`src/rtl/rx_word_ctrl.sv`:
```
// Serial word receiver: start bit 1, seven data bits MSB first, optional even parity, stop bit 0.
// Define RX_PARITY_EN to compile in the parity state and its check.
module rx_word_ctrl #(
    parameter int ERR_W = 4
) (
    input  logic             sys_clk,
    input  logic             reset,
    input  logic             lock,
    input  logic             data_in,
    input  logic             bit_tick,
    output logic [6:0]       word,
    output logic             word_valid,
    output logic             busy,
    output logic [ERR_W-1:0] err_cnt,
    output logic [7:0]       led_1
);

`ifdef RX_PARITY_EN
    typedef enum logic [1:0] {HUNT, SHIFT, PAR, STOP} state_t;
`else
    typedef enum logic [1:0] {HUNT, SHIFT, STOP} state_t;
`endif

    state_t     state, state_nxt;
    logic [6:0] shreg;
    logic [2:0] bit_cnt;
    logic       err_flag;
    logic       frame_ok;
    logic       advance;

    assign advance = bit_tick && !lock;

`ifdef RX_PARITY_EN
    logic par_err;

    always_ff @(posedge sys_clk or negedge reset) begin
        if (!reset) begin
            par_err <= 1'b0;
        end else if (lock) begin
            par_err <= 1'b0;
        end else if (bit_tick) begin
            if (state == HUNT && data_in)
                par_err <= 1'b0;
            else if (state == PAR)
                par_err <= ^{shreg, data_in};
        end
    end

    assign frame_ok = !data_in && !par_err;
`else
    assign frame_ok = !data_in;
`endif

    always_ff @(posedge sys_clk or negedge reset) begin
        if (!reset)
            state <= HUNT;
        else
            state <= state_nxt;
    end

    always_comb begin
        state_nxt = state;
        if (lock) begin
            state_nxt = HUNT;
        end else if (bit_tick) begin
            unique case (state)
                HUNT:  if (data_in) state_nxt = SHIFT;
`ifdef RX_PARITY_EN
                SHIFT: if (bit_cnt == 3'd6) state_nxt = PAR;
                PAR:   state_nxt = STOP;
`else
                SHIFT: if (bit_cnt == 3'd6) state_nxt = STOP;
`endif
                STOP:  state_nxt = HUNT;
                default: state_nxt = HUNT;
            endcase
        end
    end

    always_comb begin
        busy  = (state != HUNT);
        led_1 = {err_flag, word};
    end

    // Datapath; word_valid is a registered pulse, so it is cleared every cycle by default.
    always_ff @(posedge sys_clk or negedge reset) begin
        if (!reset) begin
            shreg      <= '0;
            bit_cnt    <= '0;
            word       <= '0;
            word_valid <= 1'b0;
            err_flag   <= 1'b0;
            err_cnt    <= '0;
        end else begin
            word_valid <= 1'b0;
            if (lock) begin
                shreg   <= '0;
                bit_cnt <= '0;
            end else if (advance) begin
                case (state)
                    HUNT: begin
                        if (data_in) begin
                            shreg   <= '0;
                            bit_cnt <= '0;
                        end
                    end
                    SHIFT: begin
                        shreg   <= {shreg[5:0], data_in};
                        bit_cnt <= bit_cnt + 3'd1;
                    end
                    STOP: begin
                        if (frame_ok) begin
                            word       <= shreg;
                            word_valid <= 1'b1;
                            err_flag   <= 1'b0;
                        end else begin
                            err_flag <= 1'b1;
                            if (err_cnt != '1)
                                err_cnt <= err_cnt + 1'b1;
                        end
                    end
                    default: ;
                endcase
            end
        end
    end

endmodule
```
`config.mk`:
```
export PLATFORM = sky130hd
export DESIGN_NAME = rx_word_ctrl
export DESIGN_NICKNAME = d
export VERILOG_FILES = /design/src/rtl/rx_word_ctrl.sv
export SDC_FILE = /design/constraint.sdc
export NUM_CORES = 1
export LEC_CHECK = 0
export ABC_CLOCK_PERIOD_IN_PS = 4400
export BUFFER_PORTS_ARGS = -buffer_cell sky130_fd_sc_hd__buf_2
export CORE_ASPECT_RATIO = 0.75
export CORE_MARGIN = 2
export CORE_UTILIZATION = 50
export DETAILED_ROUTE_END_ITERATION = 8
export GPL_TIMING_DRIVEN = 0
export PLACE_DENSITY = 0.75
export SYNTH_ARGS = -nofsm -noshare
export SYNTH_HDL_FRONTEND = slang
export SYNTH_SLANG_ARGS = --single-unit
```
`constraint.sdc`:
```
create_clock -name sys_clk -period 4.4 [get_ports sys_clk]
set_input_delay 0.44 -clock sys_clk [delete_from_list [all_inputs] [get_ports sys_clk]]
set_output_delay 0.44 -clock sys_clk [all_outputs]
set_load 0.05 [all_outputs]
```
== Yosys cells after proc, flatten, opt, wreduce, memory -nomap -nowiden ==
Cells that the tools add are included.

* Output and inout port bits: 21
* Word-level logic and storage cells: 47
* Flip-flop bits (word level): 25
* Input port bits: 5

* Mux-type cells: 18
* Add/sub/neg operators: 2
* Bitwise gates (word level): 2
* Reduce and logical (&&, ||, !) cells: 12
* Equality and inequality tests: 6

{| class="wikitable"
|+ Operator list
! operator !! number
|-
| 2-to-1 mux 7 bit || 3
|-
| one-hot mux 7 bit (2 select lines) || 1
|-
| 2-to-1 mux 3 bit || 3
|-
| AND reduction 3 bit || 3
|-
| 2-to-1 mux 2 bit || 4
|-
| inequality test 3 bit, second input constant || 2
|-
| one-hot mux 3 bit (2 select lines) || 1
|-
| nonzero test 2 bit || 3
|-
| 2-to-1 mux 1 bit || 5
|-
| AND reduction 5 bit || 1
|-
| adder 4 x 1 -> 4 bit, second input constant || 1
|-
| inequality test 4 bit, second input constant || 1
|-
| one-hot mux 2 bit (2 select lines) || 1
|-
| AND reduction 4 bit || 1
|-
| adder 3 x 1 -> 3 bit, second input constant || 1
|-
| == test 3 bit, second input constant || 1
|-
| nonzero test 3 bit || 1
|-
| == test 2 x 1 -> 1 bit, second input constant || 1
|-
| == test 2 bit, second input constant || 1
|-
| logical NOT 2 bit || 1
|-
| inverter 1 bit || 2
|-
| logical AND 1 bit || 1
|-
| logical NOT 1 bit || 1
|}

== Depth between registers and ports, before layout ==
* Depth after elaboration: 5
* Gate-level depth with buffers: 5
* Mapped depth without buffers: 5

== Worst setup path before layout ==
Ideal clock, no wire load.

* Path type: flip-flop to flip-flop
* From: register err_cnt[0]
* To: register err_cnt[1]
* Setup slack: 2.803 ns
* Period minus slack after synthesis: 1.597 ns
* Stages on the path, launching flop included: 5
* Buffers on the path: 0
* Setup time: 0.125 ns
* Required time: 4.275 ns
* Arrival time: 1.473 ns
* Path through: dfrtp_1 ha_1 nand3_1 nand3_1 mux2_2

* Cells in the longest elaborated chain, start to end: 2
* Elaborated cells on any way between the ends: 3
* Classes of those cells: add/sub (1); eq/ne (1); reduce/logical (1)

{| class="wikitable"
|+ Ends and longest elaborated chain
! item !! RTL line !! text
|-
| start, declared || 14 || <nowiki>output logic [ERR_W-1:0] err_cnt,</nowiki>
|-
| start signal, assigned || 119 || <nowiki>err_cnt <= err_cnt + 1'b1;</nowiki>
|-
| parallel branches: the longest is 2 deep, another holds adder 4 x 1 -> 4 bit || -- ||
|}

Several ways; the timed one is not identified.
A chain may end at the register's enable or synchronous reset.

== Worst setup path after layout ==
* From: register state[0]
* To: output busy

* Cells in the longest elaborated chain, start to end: 1

{| class="wikitable"
|+ Ends and longest elaborated chain
! item !! RTL line !! text
|-
| start, declared || 24 || <nowiki>state_t state, state_nxt;</nowiki>
|-
| start signal, assigned || 58 || <nowiki>state <= state_nxt;</nowiki>
|-
| nonzero test 2 bit || 81 || <nowiki>busy = (state != HUNT);</nowiki>
|-
| end, declared || 13 || <nowiki>output logic busy,</nowiki>
|}

No other way between the ends.

==> summary.md <==
| Metric | Value |
|---|---|
| RSZ-0062 raised after global routing | `no` |
| Final hold vios | `0` |
| # setup viols final | `0` |
| Clk_lat worst skew | `320 ps` |
| # rows | `14` |
| GR Layer Usage met3 | `0.0511` |
| Hold WS | `82.4 ps` |
| Mapped Cells | `85` |
| Layout Utilization | `0.636` |
| Clock edge transition at the registers on the reported setup and hold paths | `130 ps` |
| CTS tree | `done` |
| Largest net degree at the start of global routing | `26` |
| HPWL Detailed | `1360 um` |
| Xor/xnor cell area share of the yosys netlist | `0.0230` |
| DIE WIDTH | `59.2 um` |
| TritonRoute pass-1 iters | `6` |
| Hold/Removal Path Class | `primary input to async pin` |
| EDFF count, synth | `0` |
| Final WS setup | `2680 ps` |
| Least-Margin Pin Slew | `540 ps` |
| Final nets | `123` |
| Min Tclk post-route | `1720 ps` |
| Drt drc | `0` |
| CP Capture Type | `output pin` |
| Worst slew margin | `0.640` |
| Worst EP arrival | `1280 ps` |
| Fin. max-slew vios | `0` |
| Internal power | `271 uW` |
| Hold buffers post-CTS | `0` |
| Post-Place Cells | `134` |
| Mux cell area share after synthesis | `0.112` |
| Synthesized area per cell | `13.4 um2` |
| TNS Setup | `0 ps` |
| Syn Nets | `93` |
| Most used routing layer | `met2` |
| VDD IR max | `0.229 mV` |
| Wire per inst | `13.8 um` |
| Pwr Density | `266 nW/um2` |
| GRT overflow | `0` |
| Routed Antenna Nets | `0` |
| Post-CTS Setup Inserts | `0` |
| Status | `finished, final reports clean` |
| Die area | `2690 um2` |
| Via count | `741` |
| Count of cell types in the netlist | `26` |
| Power share of the clock group | `0.285` |
| Sw frac | `0.232` |
| Main combinational cell family by area after synthesis | `simple AND/OR/NAND/NOR gates` |
| Final GP Congestion | `0.738` |
| Met2 global-route usage | `0.259` |
| Asr flop ratio synth | `1.00` |
| Final std cells w/o fill | `138` |
| Share of the yosys chip area belonging to registers | `0.548` |
| Die Ht | `45.4 um` |
| Initial antenna violation count | `0` |
| Initial DRC count | `23` |
| Clock sinks | `25` |
| Final worst path period share | `0.392` |
| Critical Path RT | `3960 ps` |
| Finished Cell Area | `1330 um2` |
| Crit Path Category | `register to output pin` |
| Drt total wl | `1900 um` |
| Mapped Area | `1140 um2` |
| Leak | `0.737 nW` |
| H-tree levels | `1` |
| Core area | `2080 um2` |
| Overall Power | `353 uW` |
| Share of cells above drive strength 1 | `0.465` |
| Syn. warnings | `0` |
| Vias in the first global route | `673` |
| FF+latch count, synth | `25` |
| Ys flop type | `dfrtp_1` |
| # diodes | `0` |
| MaxCap Viol Count | `0` |
| Synth Area in Compound Gates | `0.0953` |
| Most frequent cells in the layout | `dfrtp_1 (25), buf_2 (25), a22o_1 (8), buf_4 (8), mux2_4 (7)` |
| Port bufs | `25` |
| Post-synthesis adder-cell area fraction | `0.0329` |
| Number of I/O pins | `26` |
| Fmax achieved | `0.580 GHz` |
| Sequential power share | `0.660` |
| Avg Vias per Cell | `5.37` |
| Clock skew | `1.23 ps` |
| Initial Util | `0.548` |
| Crit Path Max Fanout | `7` |
| Pre-CTS WS | `2710 ps` |
| First-pass GRT wire length | `3070 um` |
| DP Area | `1300 um2` |
| Synth Area in Simple Gates | `0.114` |
| Net Sw Power | `81.8 uW` |
| Startpoint Class | `register` |
| TritonCTS Buffers | `3` |
| Resized Gates After CTS | `0` |
| CTS max path bufs | `2` |
| Met1 usage in global routing | `0.194` |
| Combinational power share | `0.055` |
| Layout area overhead | `16.0%` |
| Clk root buf | `clkbuf_4` |
| GRT Resource Usage Total | `0.160` |
power groups by stage:
stage	clock network, mW	registers [mW]	logic [mW]
after CTS	0.106	0.233	0.0200
after detailed placement	0	0.237	0.0198
after global placement	0	0.237	0.0194
final	0.101	0.233	0.0195
after global routing	0.114	0.233	0.0218
after floorplan	0	0.237	0.00990
cells in the mapped netlist, types with 2 or more instances:
| master | count | area share |
|---|---|---|
| or2_2 | 2 | 0.011 |
| mux2_4 | 7 | 0.092 |
| nand4_1 | 3 | 0.016 |
| inv_1 | 3 | 0.0099 |
| nand3_1 | 2 | 0.0088 |
| xnor2_1 | 3 | 0.023 |
| ha_1 | 3 | 0.033 |
| buf_4 | 8 | 0.053 |
| a21oi_1 | 3 | 0.013 |
| dfrtp_1 | 25 | 0.55 |
| mux2_2 | 2 | 0.020 |
| nor2b_1 | 2 | 0.011 |
| a22o_1 | 8 | 0.061 |
| nor2_1 | 2 | 0.0066 |
path summary, 6_finish.rpt:
check / end / slack (ps) / cells past startpoint / start
min in group sys_clk: state[1] / 330 / 2 / lock
min reg2reg: err_cnt[3] / 510 / 1 / err_cnt[3]
min: word[4] / 80 / 1 / reset
max in group asynchronous: state[0] / 3960 / 1 / reset
max reg2reg: word[1] / 2860 / 4 / state[0]
max: busy / 2680 / 2 / state[0]
flip-flops by register name, summed over array words and instances, names as in the netlist:
| signal | cells |
|---|---|
| word_valid | 1 |
| err_flag | 1 |
| err_cnt | 4 |
| shreg | 7 |
| word | 7 |
| bit_cnt | 3 |
| state | 2 |
cell type report:
type	count	area, um2
repair buffers	25	125
well taps	24	30.0
plain buffers	10	75.1
flip-flops and latches	25	626
fillers	177	759
clock inverters	1	5.00
clock buffers	3	22.5
multi-input cells	47	430
inverters	3	11.3
kinds of logic (layout without fill, tap and decap cells):
| logic type | count (synthesis) | count (layout) |
|---|---|---|
| AO/OA/AOI/OAI | 14 | 14 |
| XOR/XNOR | 3 | 3 |
| adder cells (fa/ha/maj) | 3 | 3 |
| buffers and inverters | 13 | 42 |
| flip-flops | 25 | 25 |
| multiplexers | 9 | 9 |
| AND/OR/NAND/NOR | 18 | 18 |
worst max-delay path, cell delays in order (launching register included):
cell and delay, ps:
dfrtp_1 450, or2_2 300, buf_2 210
per-layer routing:
metal / routed length [um] / vias to the layer above
met5: 0 / -
met4: 38 / 0
li1: - / 352
met3: 85 / 4
met1: 905 / 365
met2: 871 / 20
No activity file was read; power rests on OpenSTA's default activity.
